**src/rtl/dmem_bridge_if.sv**
```systemverilog
// dmem_bridge_if: single-outstanding data-memory bus between the bridge (master) and memory (slave).
interface dmem_bridge_if;
    logic        o_req;
    logic        o_we;
    logic [31:0] o_addr;
    logic [31:0] o_wdata;
    logic        i_gnt;
    logic        i_rvalid;
    logic [31:0] i_rdata;
    modport master (output o_req, o_we, o_addr, o_wdata, input i_gnt, i_rvalid, i_rdata);
    modport slave (input o_req, o_we, o_addr, o_wdata, output i_gnt, i_rvalid, i_rdata);
endinterface

```
**src/rtl/dmem_bridge.sv**
```systemverilog
// dmem_bridge: core load/store port to req/gnt memory bus with posted-write FIFO and read timeout.
module dmem_bridge #(
    parameter int WBUF_DEPTH = 2,
    parameter int TIMEOUT    = 255
) (
    input  logic         clk,
    input  logic         rst,
    input  logic         i_read_en,
    input  logic         i_write_en,
    input  logic [31:0]  i_addr,
    input  logic [31:0]  i_wdata,
    output logic [31:0]  o_rdata,
    output logic         o_read_vd,
    output logic         o_stall,
    output logic         o_err,
    dmem_bridge_if.master bus
);
    localparam int AW = $clog2(WBUF_DEPTH);
    localparam logic [15:0] TMAX = 16'(TIMEOUT - 1);

    typedef enum logic [2:0] {IDLE, WR_REQ, RD_REQ, RD_WAIT, RD_RESP} state_t;

    state_t        r_state, w_next;
    logic [63:0]   r_mem [WBUF_DEPTH];
    logic [AW-1:0] r_wp, r_rp;
    logic [AW:0]   r_cnt;
    logic [15:0]   r_tcnt;
    logic [31:0]   r_raddr, r_rdata;
    logic          r_err;
    logic          w_push, w_pop, w_full, w_empty, w_capture, w_timeout;
    logic [63:0]   w_head;

    assign w_full    = r_cnt == (AW+1)'(WBUF_DEPTH);
    assign w_empty   = r_cnt == '0;
    assign w_push    = i_write_en & ~w_full;
    assign w_pop     = (r_state == WR_REQ) & bus.i_gnt;
    assign w_head    = r_mem[r_rp];
    assign o_stall   = (w_full & i_write_en) | (i_read_en & (r_state != RD_RESP));
    assign o_read_vd = r_state == RD_RESP;
    assign o_rdata   = r_rdata;
    assign o_err     = r_err;

    always_ff @(posedge clk or negedge rst)
        if (!rst) r_state <= IDLE;
        else      r_state <= w_next;

    // Writes drain before any read leaves IDLE, preserving store->load ordering.
    always_comb begin
        w_next      = r_state;
        bus.o_req   = 1'b0;
        bus.o_we    = 1'b0;
        bus.o_addr  = '0;
        bus.o_wdata = '0;
        w_capture   = 1'b0;
        w_timeout   = 1'b0;
        case (r_state)
            IDLE:    w_next = !w_empty ? WR_REQ : i_read_en ? RD_REQ : IDLE;
            WR_REQ: begin
                bus.o_req   = 1'b1;
                bus.o_we    = 1'b1;
                bus.o_addr  = w_head[63:32];
                bus.o_wdata = w_head[31:0];
                w_next      = bus.i_gnt ? IDLE : WR_REQ;
            end
            RD_REQ: begin
                bus.o_req  = 1'b1;
                bus.o_addr = r_raddr;
                w_next     = bus.i_gnt ? RD_WAIT : RD_REQ;
            end
            RD_WAIT: begin
                w_capture = bus.i_rvalid;
                w_timeout = !bus.i_rvalid && r_tcnt == TMAX;
                w_next    = (w_capture || w_timeout) ? RD_RESP : RD_WAIT;
            end
            RD_RESP: w_next = IDLE;
            default: w_next = IDLE;
        endcase
    end

    always_ff @(posedge clk)
        if (w_push) r_mem[r_wp] <= {i_addr, i_wdata};

    always_ff @(posedge clk or negedge rst)
        if (!rst) begin
            r_wp    <= '0;
            r_rp    <= '0;
            r_cnt   <= '0;
            r_tcnt  <= '0;
            r_raddr <= '0;
            r_rdata <= '0;
            r_err   <= 1'b0;
        end else begin
            r_wp   <= r_wp + AW'(w_push);
            r_rp   <= r_rp + AW'(w_pop);
            r_cnt  <= r_cnt + (AW+1)'(w_push) - (AW+1)'(w_pop);
            r_tcnt <= (r_state == RD_WAIT) ? r_tcnt + 16'd1 : 16'd0;
            r_err  <= w_timeout;
            if (r_state == IDLE && w_next == RD_REQ) r_raddr <= i_addr;
            if (w_capture) r_rdata <= bus.i_rdata;
            else if (w_timeout) r_rdata <= 32'hDEADBEEF;
        end
endmodule

```
**src/flat_wrapper.sv**
```systemverilog
// flat-port wrapper written by rule: the top's interface ports become plain ports
module dmem_bridge_flat 
#(
    parameter int WBUF_DEPTH = 2,
    parameter int TIMEOUT    = 255
)
  (clk, rst, i_read_en, i_write_en, i_addr, i_wdata, o_rdata, o_read_vd, o_stall, o_err, bus_o_req, bus_o_we, bus_o_addr, bus_o_wdata, bus_i_gnt, bus_i_rvalid, bus_i_rdata);
  dmem_bridge_if bus_i ();
  input  logic clk;
  input  logic rst;
  input  logic i_read_en;
  input  logic i_write_en;
  input  logic [31:0] i_addr;
  input  logic [31:0] i_wdata;
  output logic [31:0] o_rdata;
  output logic o_read_vd;
  output logic o_stall;
  output logic o_err;
  output wire logic [$bits(bus_i.o_req)-1:0] bus_o_req;
  output wire logic [$bits(bus_i.o_we)-1:0] bus_o_we;
  output wire logic [$bits(bus_i.o_addr)-1:0] bus_o_addr;
  output wire logic [$bits(bus_i.o_wdata)-1:0] bus_o_wdata;
  input wire logic [$bits(bus_i.i_gnt)-1:0] bus_i_gnt;
  input wire logic [$bits(bus_i.i_rvalid)-1:0] bus_i_rvalid;
  input wire logic [$bits(bus_i.i_rdata)-1:0] bus_i_rdata;
  assign bus_o_req = bus_i.o_req;
  assign bus_o_we = bus_i.o_we;
  assign bus_o_addr = bus_i.o_addr;
  assign bus_o_wdata = bus_i.o_wdata;
  assign bus_i.i_gnt = bus_i_gnt;
  assign bus_i.i_rvalid = bus_i_rvalid;
  assign bus_i.i_rdata = bus_i_rdata;
  dmem_bridge #(.WBUF_DEPTH(WBUF_DEPTH), .TIMEOUT(TIMEOUT)) u_core (.clk(clk), .rst(rst), .i_read_en(i_read_en), .i_write_en(i_write_en), .i_addr(i_addr), .i_wdata(i_wdata), .o_rdata(o_rdata), .o_read_vd(o_read_vd), .o_stall(o_stall), .o_err(o_err), .bus(bus_i));
endmodule
```
**config.mk**
```make
export PLATFORM = sky130hd
export DESIGN_NAME = dmem_bridge_flat
export DESIGN_NICKNAME = d
export VERILOG_FILES = /design/src/rtl/dmem_bridge_if.sv /design/src/rtl/dmem_bridge.sv /design/src/flat_wrapper.sv
export SDC_FILE = /design/constraint.sdc
export NUM_CORES = 1
export LEC_CHECK = 0
export BUFFER_PORTS_ARGS = -buffer_cell sky130_fd_sc_hd__buf_2
export CORE_ASPECT_RATIO = 0.6
export CORE_MARGIN = 1
export CORE_UTILIZATION = 30
export CTS_BUF_LIST = sky130_fd_sc_hd__clkbuf_8
export DETAILED_ROUTE_END_ITERATION = 10
export SLEW_MARGIN = 40
export SYNTH_ARGS = -nofsm -noshare
export SYNTH_HDL_FRONTEND = slang
export SYNTH_SLANG_ARGS = --single-unit
```
**constraint.sdc**
```tcl
create_clock -name clk -period 4.03 [get_ports clk]
set_clock_uncertainty 0.05 [all_clocks]
set_input_delay 0.806 -clock clk [delete_from_list [all_inputs] [get_ports clk]]
set_output_delay 0.806 -clock clk [all_outputs]
set_load 0.005 [all_outputs]
```
==> impl_metrics.csv, run 1 <==
group,metric,value,unit
synthesis,synth_top_area_share,0.4503,
clock_network,cts_hold_buf,0,
global_route,grt_max_degree,71,
synthesis,yosysTopAreaCell,"edfxtp_1",
power,finalPower,7602,uW
cells_and_area,layout_common_cells,"buf_2, edfxtp_1, dfrtp_1",
cells_and_area,layout_commonest_cell,"buf_2",
clock_network,clockRootBuffer,"clkbuf_8",
power,cellPowerDensity,711.3,nW/um^2
clock_network,post_cts_resize_count,0,
die,die_area,29150,sq um
cells_and_area,stdcell_area,10690,sq um
drt,wl_per_cell,17.18,um
clock_network,clock_latency,0.53,ns
synthesis,synthDistinctLibCells,41,
cells_and_area,final_nets,903,
drt,drtAntennaViolNets,0,
drt,top_layer_used,"met4",
sta,tightest_slew,0.7474,ns
global_route,grt_overflow_total,0,
drt,wl_met2,8638,um
outcome,status,"complete, but fails checks",
cells_and_area,drive_gt1_frac,0.3553,
clock_network,clock_path_buffers,3,
synthesis,ys_ff_latch,216,
global_route,grt_pass1_wl,30570,um
worst_setup_path,cpPeakStageDelay,0.87,ns
power,vdd_drop_max,0.0004333,V
synthesis,synth_edf_count,128,
place,place_area,10030,sq um
worst_setup_path,crit_required,3.17,ns
place,io_buffers,202,
worst_setup_path,crit_path_cell_trace,"buf_4 -> mux2i_1 -> nor2_1 -> buf_2",
synthesis,yosysSeqAreaShare,0.7083,
die,rows,47,
synthesis,avgSynthCellArea,14.92,sq um
drt,drc,20,
cells_and_area,area_growth,25.21,%
sta,max_slew_margin,0.5002,
die,start_util,0.3075,
worst_setup_path,reg2reg_setup_slack,1.70,ns
synthesis,synth_area_leaders,"edfxtp_1, dfrtp_1, mux2i_1, mux2_2, o22a_1",
worst_setup_path,critPathArrivalTime,2.35,ns
synthesis,yosys_warnings,0,
worst_setup_path,critPathLaunchType,"flop",
clock_network,cts.reportedPaths.clkPinSlew,0.07,ns
die,pin_count,203,
drt,wl_met1,9567,um
place,place_congestion,0.7612,
drt,routed-wl-met3,1869,um
clock_network,numCtsBuffers,34,
worst_setup_path,critPathKind,"flop to primary output",
drt,drt-total-wl,20390,um
drt,drt_first_pass_iters,8,
synthesis,netlist_area,8536,sq um
clock_network,cts_setup_buffers,0,
clock_network,cts_max_level,2,
sta,maxSlewViolCount,0,
cells_and_area,fill_cells,2709,
die,die_w,219.8,um
place,dp_hpwl,13740,um
global_route,first_global_vias,5409,
synthesis,synth_ff_type,"edfxtp_1",
sta,fin_crit_sh,0.7961,
clock_network,cts_tree,"built",
global_route,grtUsageTotal,0.1395,
job,cap_violations,0,
drt,vias,5462,
hold_path,hold_path.class,"input port to asynchronous set/reset pin",
sta,max_freq,0.3117,GHz
sta,fin_crit,3.208,ns
synthesis,synthCells,572,
clock_network,cts.sinks,216,
global_route,antenna_found_initial,4,
power,p_leak,0.004549,uW
synthesis,ys_async_sr_fraction,0.4074,
drt,vias_per_cell,4.602,
outcome,violations,"DRC",
sta,hold_viol_final,0,
worst_setup_path,end_kind,"primary output",
worst_setup_path,slowest_stage,"dfrtp_4",
worst_setup_path,crit_fanout,34,
die,core,27760,sq um
drt,first_iter_violations,321,
sta,rsz0062_at_grt,"no",
sta,setup_tns,0,ns
die,die_h,132.7,um
worst_setup_path,crit_family,"flip-flops",
synthesis,synth_nets,680,
sta,setup_viol,0,
worst_setup_path,worst-path-buf-inv,2,
cell families (layout without fill, tap and decap cells):
| logic type | after synthesis | after routing | synth area share |
|---|---|---|---|
| AOI/OAI and AO/OA | 78 | 78 | 0.06171 |
| xor gates and xnor gates | 12 | 12 | 0.01231 |
| adders and majority gates | 6 | 6 | 0.008795 |
| buffers and inverters | 38 | 285 | 0.02081 |
| DFF | 216 | 216 | 0.7083 |
| muxes | 96 | 96 | 0.1173 |
| other | 0 | 1 | 0 |
| and+or+nand+nor | 126 | 126 | 0.07080 |
registers in the layout, indices dropped and copies added, names as in the netlist:
signal          flops
u_core.r_tcnt      16
u_core.r_raddr     32
u_core.r_cnt        2
u_core.o_rdata     32
u_core.r_state      3
u_core.r_wp         1
u_core.r_mem      128
u_core.r_rp         1
u_core.o_err        1
where the power goes:
part	switching (uW)	internal, uW	leakage (uW)
registers	360	3060	0.00227
logic	1270	1150	0.00191
clock network	844	921	0.000375
total	2470	5130	0.00455
metrics by stage:
step	std cells	hold WS, ns	setup slack (ns)	util
global placement	1123	0.4242	1.153	0.3604
finish	1187	0.2356	0.8216	0.3851
floorplan	572	0.4141	0.8349	-
detailed placement	1125	0.4331	1.187	0.3613
CTS	1185	0.2256	0.5809	0.3845
global route	1187	0.2699	0.6450	0.3851
final timing paths:
| path | startpoint | endpoint | depth (start not counted) |
|---|---|---|---|
| setup / recovery | u_core.r_rp | bus_o_wdata[27] | 4 |
| max in group asynchronous | rst | u_core.r_raddr[9] | 2 |
| hold / removal | rst | u_core.o_rdata[30] | 1 |
| hold reg to reg | u_core.r_raddr[15] | u_core.r_raddr[15] | 1 |
| setup reg to reg | u_core.r_cnt[1] | u_core.r_mem[0][41] | 3 |
| min in group clk | i_wdata[26] | u_core.r_mem[0][26] | 1 |
cells in the mapped netlist (2+ instances only):
cell	instances
inv_1	8
buf_2	8
ha_1	6
buf_1	3
nand3_1	10
and2_1	2
mux2_2	19
o22a_1	24
edfxtp_1	128
buf_6	3
nor2_1	48
xnor2_1	5
nand2_1	40
a21oi_1	5
nor3_1	3
o21ai_0	38
mux2_1	13
mux2i_1	64
dfrtp_1	88
a22o_1	8
clkbuf_1	15
nand3b_1	2
nand4_1	3
and4_4	2
xor2_1	7
or3_1	5
metal layers:
layer,track usage,vias up
li1,-,2556
met1,0.1933,2659
met2,0.2014,216
met3,0.05218,31
met4,0.04330,0
met5,0,-
final cells by class:
type                    instances  area (sq um)  share of cell area
multi-input cells             318          2342              0.2192
diodes                          1         2.502           0.0002341
clock buffers                  41         564.3             0.05280
repair buffers                216          1155              0.1081
clock inverters                19         78.83            0.007375
flip-flops and latches        216          6050              0.5660
inverters                       9         36.28            0.003395
well taps                     367         459.2             0.04296
Note: power is estimated with default switching activity, not from simulation.
==> run 2: changes to the inputs <==
Settings changed: ABC_AREA set to 1.
Clock period 4.03 ns to 3.3 ns, I/O delays scaled along.
==> impl_metrics.csv, run 2 <==
group,metric,value,unit
worst_setup_path,timing.rr.start,"u_core.r_cnt[1]",
sta,rsz0062_at_grt,"no",
cells_and_area,layout_commonest_cell,"nand2_1",
synthesis,synthTopCellsByCount,"nand2_1, edfxtp_1, nor2_1",
global_route,grtUsageTotal,0.1578,
cells_and_area,largest-register,"u_core.r_mem",
outcome,status,"completed",
synthesis,synth_nets,1003,
synthesis,synth_top_area_share,0.4220,
drt,vias_per_cell,4.547,
worst_setup_path,critPathArrivalTime,2.28,ns
sta,max_slew_margin,0.4720,
drt,drtAntennaViolNets,0,
drt,drt_first_pass_iters,5,
worst_setup_path,slowest_stage,"dfrtp_1",
synthesis,yosysTopAreaCell,"edfxtp_1",
synthesis,synth-compound-area-share,0.05110,
die,die_h,137.0,um
worst_setup_path,crit_required,2.59,ns
clock_network,clockRootBuffer,"clkbuf_8",
clock_network,cts.sinks,216,
cells_and_area,fill_cells,3024,
drt,wl_per_cell,16.13,um
synthesis,avgSynthCellArea,10.18,sq um
worst_setup_path,critPathLaunchType,"flop",
job,cap_violations,0,
sta,setup_viol,0,
synthesis,synth_ff_type,"edfxtp_1",
clock_network,cts_tree,"built",
clock_network,cts_setup_buffers,0,
die,die_area,31090,sq um
sta,max_freq,0.3339,GHz
cells_and_area,area_growth,23.70,%
synthesis,synth_xor_area_frac,0.005769,
hold_path,min_path_cells,1,
sta,hold_viol_final,0,
clock_network,clock_path_buffers,3,
worst_setup_path,critPathKind,"flop to primary output",
die,start_util,0.3108,
cells_and_area,regArea,6047,sq um
global_route,first_global_vias,6714,
drt,vias,6948,
cells_and_area,final_nets,1213,
worst_setup_path,r2r_cells,3,
hold_path,hold_path.class,"input port to flop",
clock_network,cts.reportedPaths.clkPinSlew,0.06,ns
drt,drc,0,
power,p_leak,0.005066,uW
global_route,grt_pass1_wl,37430,um
cells_and_area,layout_common_cells,"nand2_1, buf_2, edfxtp_1",
place,preCtsSetupSlack,0.6575,ns
worst_setup_path,cpPeakStageDelay,0.40,ns
die,rows,48,
die,die_w,227.0,um
synthesis,netlist_area,9109,sq um
cells_and_area,drive_gt1_frac,0.2449,
synthesis,yosysSeqAreaShare,0.6637,
synthesis,synth_top_family_by_area,"simple AND/OR/NAND/NOR gates",
sta,fin_crit_sh,0.9075,
clock_network,clock_latency,0.52,ns
cells_and_area,multiInputGateArea,2673,sq um
clock_network,numCtsBuffers,36,
global_route,antenna_found_initial,2,
clock_network,cts_max_level,2,
worst_setup_path,reg2reg_to,"u_core.r_mem[1][38]",
worst_setup_path,end_kind,"primary output",
synthesis,yosys_warnings,0,
synthesis,synth-simple-area-share,0.2240,
power,cellPowerDensity,850.9,nW/um^2
drt,drt-total-wl,24640,um
hold_path,min_to,"u_core.r_mem[1][25]",
synthesis,synth.most_common_cell,"nand2_1",
synthesis,synth_edf_count,128,
sta,setup_tns,0,ns
synthesis,synthCells,895,
worst_setup_path,crit_path_cell_trace,"inv_1 -> nand3_1 -> inv_1 -> buf_4 -> nand2_1 -> o31ai_1 -> buf_2",
synthesis,ys_async_sr_fraction,0.4074,
global_route,grt_overflow_total,0,
sta,maxSlewViolCount,0,
cells_and_area,largest_register_ffs,128,
global_route,grt_max_degree,66,
synthesis,synth_area_leaders,"edfxtp_1, dfrtp_1, nand2_1, nand3_1, nor2_1",
synthesis,muxShareOfSynthArea,0,
sta,finalWorstSetupSlack,0.3051,ns
synthesis,synthAdderAreaFrac,0.008242,
sta,fin_crit,2.995,ns
sta,tightest_slew,0.7920,ns
worst_setup_path,worst_path_most_repeated_cell,"inv_1",
power,vdd_drop_max,0.0003861,V
worst_setup_path,reg2reg_setup_slack,1.16,ns
synthesis,synthDistinctLibCells,29,
die,core,29310,sq um
place,io_buffers,202,
worst_setup_path,cp-startpoint,"u_core.r_state[2]",
hold_path,hold_start,"i_wdata[25]",
die,pin_count,203,
synthesis,ys_ff_latch,216,
worst_setup_path,crit_fanout,33,
place,place_congestion,0.8444,
place,dp_hpwl,16220,um
drt,first_iter_violations,481,
[run 2: cell count changes in the layout (fill, tap and decap cells not counted), moves of 4 or more]
cell / change
inv_1: +43
mux2i_1: -64
mux2_2: -19
nand3_1: +87
a21oi_1: +31
mux2_1: -13
o21ai_0: -32
o22a_1: -24
or3_1: -5
buf_12: +4
a22o_1: -8
nor2_1: +62
o31ai_1: +31
nand2_1: +227
[run 2: where the power goes]
| group | leakage (uW) | internal, uW | switching [uW] |
|---|---|---|---|
| Clock | 0.000376 | 1080 | 1060 |
| Combinational | 0.00239 | 1250 | 2130 |
| Sequential | 0.00230 | 3710 | 349 |
[run 2: worst max-delay path: cells and delay by family, from the launching register on]
kind / cells / cell delay, ns
AOI/OAI and AO/OA: 1 / 0.11
buffers and inverters: 4 / 0.81
DFF: 1 / 0.40
and+or+nand+nor: 2 / 0.43
[run 2: cell families after synthesis]
family | Yosys count
compound gates | 76
simple gates | 491
fa+ha+maj | 6
flops | 216
xor+xnor | 6
buf+inv | 100
[run 2: how the worst max path moves through the flow]
stage          cells past startpoint  slack [ns]                  to
2_1_floorplan                      2        0.25  u_core.r_mem[1][0]
3_3_place_gp                       5        0.77      bus_o_addr[29]
3_5_place_dp                       5        0.66      bus_o_addr[28]
4_1_cts                            5        0.06      bus_o_addr[28]
5_1_grt                            7        0.13      bus_o_addr[12]
6_report                           7        0.31       bus_o_addr[8]
[run 2: cell type report]
cell class,count,share of cell area
Clock buffer,39,0.04764
Clock inverter,21,0.007996
Timing Repair Buffer,219,0.1082
Sequential cell,216,0.5367
Tap cell,400,0.04442
Inverter,53,0.01766
Multi-Input combinational cell,579,0.2372
Antenna cell,1,0.0002221
[run 2: timing repair]
action                                  CTS  global route
gates resized for setup                   0             1
endpoints found under the hold margin    13             0
hold buffers                              1             0
endpoints found under the setup margin    0             6
[run 2: routing by layer]
layer  up-vias  share of wire  track usage
met4         0          0.015      0.04474
met2       249           0.42       0.2232
met3        30          0.078      0.04487
li1       3395              -            -
met1      3274           0.49       0.2324
met5         -              0            0
[run 2: per-stage QoR]
step           total power [uW]  area [sq um]  hold slack, ns  cells    util
2_1_floorplan              5950          9109          0.3144    895       -
3_3_place_gp               7463         10620          0.4034   1466  0.3624
3_5_place_dp               7539         10620          0.4090   1466  0.3624
4_1_cts                    9745         11260          0.2256   1527  0.3841
5_1_grt                   10290         11260          0.2357   1527  0.3843
6_report                   9587         11270          0.2796   1528  0.3844
==> run 3: changes to the inputs <==
--- a/config.mk
+++ b/config.mk
@@ -11,5 +11,4 @@
 export CORE_MARGIN = 1
 export CORE_UTILIZATION = 30
-export CTS_BUF_LIST = sky130_fd_sc_hd__clkbuf_8
 export DETAILED_ROUTE_END_ITERATION = 10
 export SLEW_MARGIN = 40
==> constraint.sdc (replaced) <==
create_clock -name clk -period 2.5 [get_ports clk]
set_clock_uncertainty 0.05 [all_clocks]
set_input_delay 0.375 -clock clk [delete_from_list [all_inputs] [get_ports clk]]
set_output_delay 0.375 -clock clk [all_outputs]
set_load 0.005 [all_outputs]
==> impl_metrics.csv, run 3 (synthesized netlist as in run 2, its figures left out) <==
group,metric,value,unit
worst_setup_path,critPathKind,"flop to primary output",
sta,max_slew_margin,0.5997,
global_route,grt_overflow_total,0,
hold_path,min_to,"u_core.r_mem[0][58]",
clock_network,clock_latency,0.52,ns
worst_setup_path,crit_required,2.08,ns
clock_network,clockRootBuffer,"clkbuf_16",
die,die_w,227.0,um
die,die_area,31090,sq um
worst_setup_path,slowest_stage,"dfrtp_1",
sta,tightest_slew,0.5995,ns
drt,drt-total-wl,24450,um
clock_network,cts.reportedPaths.clkPinSlew,0.07,ns
drt,drtAntennaViolNets,0,
die,rows,48,
drt,first_iter_violations,460,
cells_and_area,area_growth,32.09,%
clock_network,numCtsBuffers,23,
job,cap_violations,0,
sta,finalWorstSetupSlack,0.1173,ns
sta,max_freq,0.4197,GHz
cells_and_area,layout_commonest_cell,"nand2_1",
sta,fin_crit_sh,0.9531,
drt,vias,7057,
hold_path,hold_start,"i_addr[26]",
power,vdd_drop_max,0.0005809,V
clock_network,clock_path_buffers,3,
worst_setup_path,crit_fanout,68,
sta,setup_tns,0,ns
worst_setup_path,end_kind,"primary output",
clock_network,cts.sinks,216,
drt,vias_per_cell,4.504,
global_route,first_global_vias,6622,
sta,maxSlewViolCount,0,
hold_path,min_path_cells,1,
die,pin_count,203,
drt,drt_first_pass_iters,5,
power,p_leak,0.005341,uW
global_route,grt_max_degree,69,
place,preCtsSetupSlack,0.4398,ns
power,cellPowerDensity,1128,nW/um^2
worst_setup_path,timing.rr.start,"u_core.r_state[1]",
global_route,grtUsageTotal,0.1564,
place,place_congestion,0.8790,
place,dp_hpwl,15610,um
die,start_util,0.3108,
place,io_buffers,202,
cells_and_area,final_nets,1259,
worst_setup_path,reg2reg_to,"u_core.r_cnt[1]",
sta,setup_viol,0,
place,dp_cells,1473,
global_route,antenna_found_initial,1,
cells_and_area,layout_common_cells,"nand2_1, buf_2, edfxtp_1",
worst_setup_path,cpPeakStageDelay,0.46,ns
sta,hold_viol_final,0,
cells_and_area,drive_gt1_frac,0.2408,
die,die_h,137.0,um
worst_setup_path,critPathArrivalTime,1.96,ns
die,core,29310,sq um
worst_setup_path,r2r_cells,8,
global_route,grt_pass1_wl,37460,um
worst_setup_path,critPathLaunchType,"flop",
clock_network,cts_tree,"built",
cells_and_area,largest_register_ffs,128,
cells_and_area,final_cells,1567,
worst_setup_path,reg2reg_setup_slack,0.57,ns
clock_network,cts_max_level,1,
cells_and_area,largest-register,"u_core.r_mem",
sta,rsz0062_at_grt,"no",
worst_setup_path,crit_path_cell_trace,"inv_1 -> nand3_2 -> buf_12 -> o31ai_1 -> buf_2",
drt,drc,0,
drt,wl_per_cell,15.60,um
sta,fin_crit,2.383,ns
cells_and_area,diodes,0,
hold_path,hold_path.class,"input port to flop",
outcome,status,"completed",
==> run 3: per-layer routing <==
| layer | routed length, um | share of wire | track usage |
|---|---|---|---|
| met1 | 11930 | 0.49 | 0.2271 |
| met2 | 10440 | 0.43 | 0.2336 |
| met3 | 1681 | 0.069 | 0.04251 |
| met4 | 382 | 0.016 | 0.02908 |
| met5 | 17 | 0.00070 | 0 |
==> run 3: worst max path at each step <==
| stage | cells after the start | slack (ns) | to | startpoint |
|---|---|---|---|---|
| floorplan | 2 | -0.31 | u_core.r_mem[1][0] | u_core.r_cnt[1] |
| global placement | 5 | 0.49 | bus_o_addr[16] | u_core.r_state[2] |
| detailed placement | 5 | 0.44 | bus_o_addr[16] | u_core.r_state[2] |
| CTS | 5 | 0.02 | bus_o_addr[16] | u_core.r_state[2] |
| global route | 6 | 0.009 | bus_o_addr[29] | u_core.r_state[1] |
| finish | 5 | 0.12 | bus_o_addr[25] | u_core.r_state[1] |
==> run 3: report_power, final <==
part	leakage, uW	internal, uW	switching, uW
combinational	0.00266	1770	2900
sequential	0.00230	4900	447
clock	0.000380	2120	1440
==> run 3: cell type report <==
type / count / area (sq um)
timing repair buffer: 278 / 1795
clock inverter: 13 / 176.4
sequential: 216 / 6048
multi-input combinational: 579 / 2718
fill: 2889 / 17280
clock buffer: 28 / 594.3
inverter: 53 / 198.9
tap: 400 / 500.5
==> run 3: timing repair <==
action / in CTS / in global routing
hold buffers: 53 / 0
endpoints found under the setup margin: 5 / 13
gates resized for setup: 6 / 6
setup buffers: 0 / 0
endpoints found under the hold margin: 123 / 0
==> run 3: metrics by stage <==
step / hold slack (ns) / total power (uW) / instance area [sq um] / utilization
4_1_cts: 0.001933 / 13740 / 12000 / 0.4096
2_1_floorplan: 0.02941 / 7854 / 9109 / -
5_1_grt: 0.0008613 / 14480 / 12030 / 0.4105
6_report: 0.01965 / 13570 / 12030 / 0.4105
3_3_place_gp: 0.3063 / 9950 / 10670 / 0.3642
3_5_place_dp: 0.3033 / 10010 / 10670 / 0.3642
==> run 3: worst max-delay path: cells and delay by family, from the launching register on <==
kind	cells	cell delay (ns)
buffers and inverters	3	0.52
DFF	1	0.46
AOI/OAI and AO/OA	1	0.35
and+or+nand+nor	1	0.08
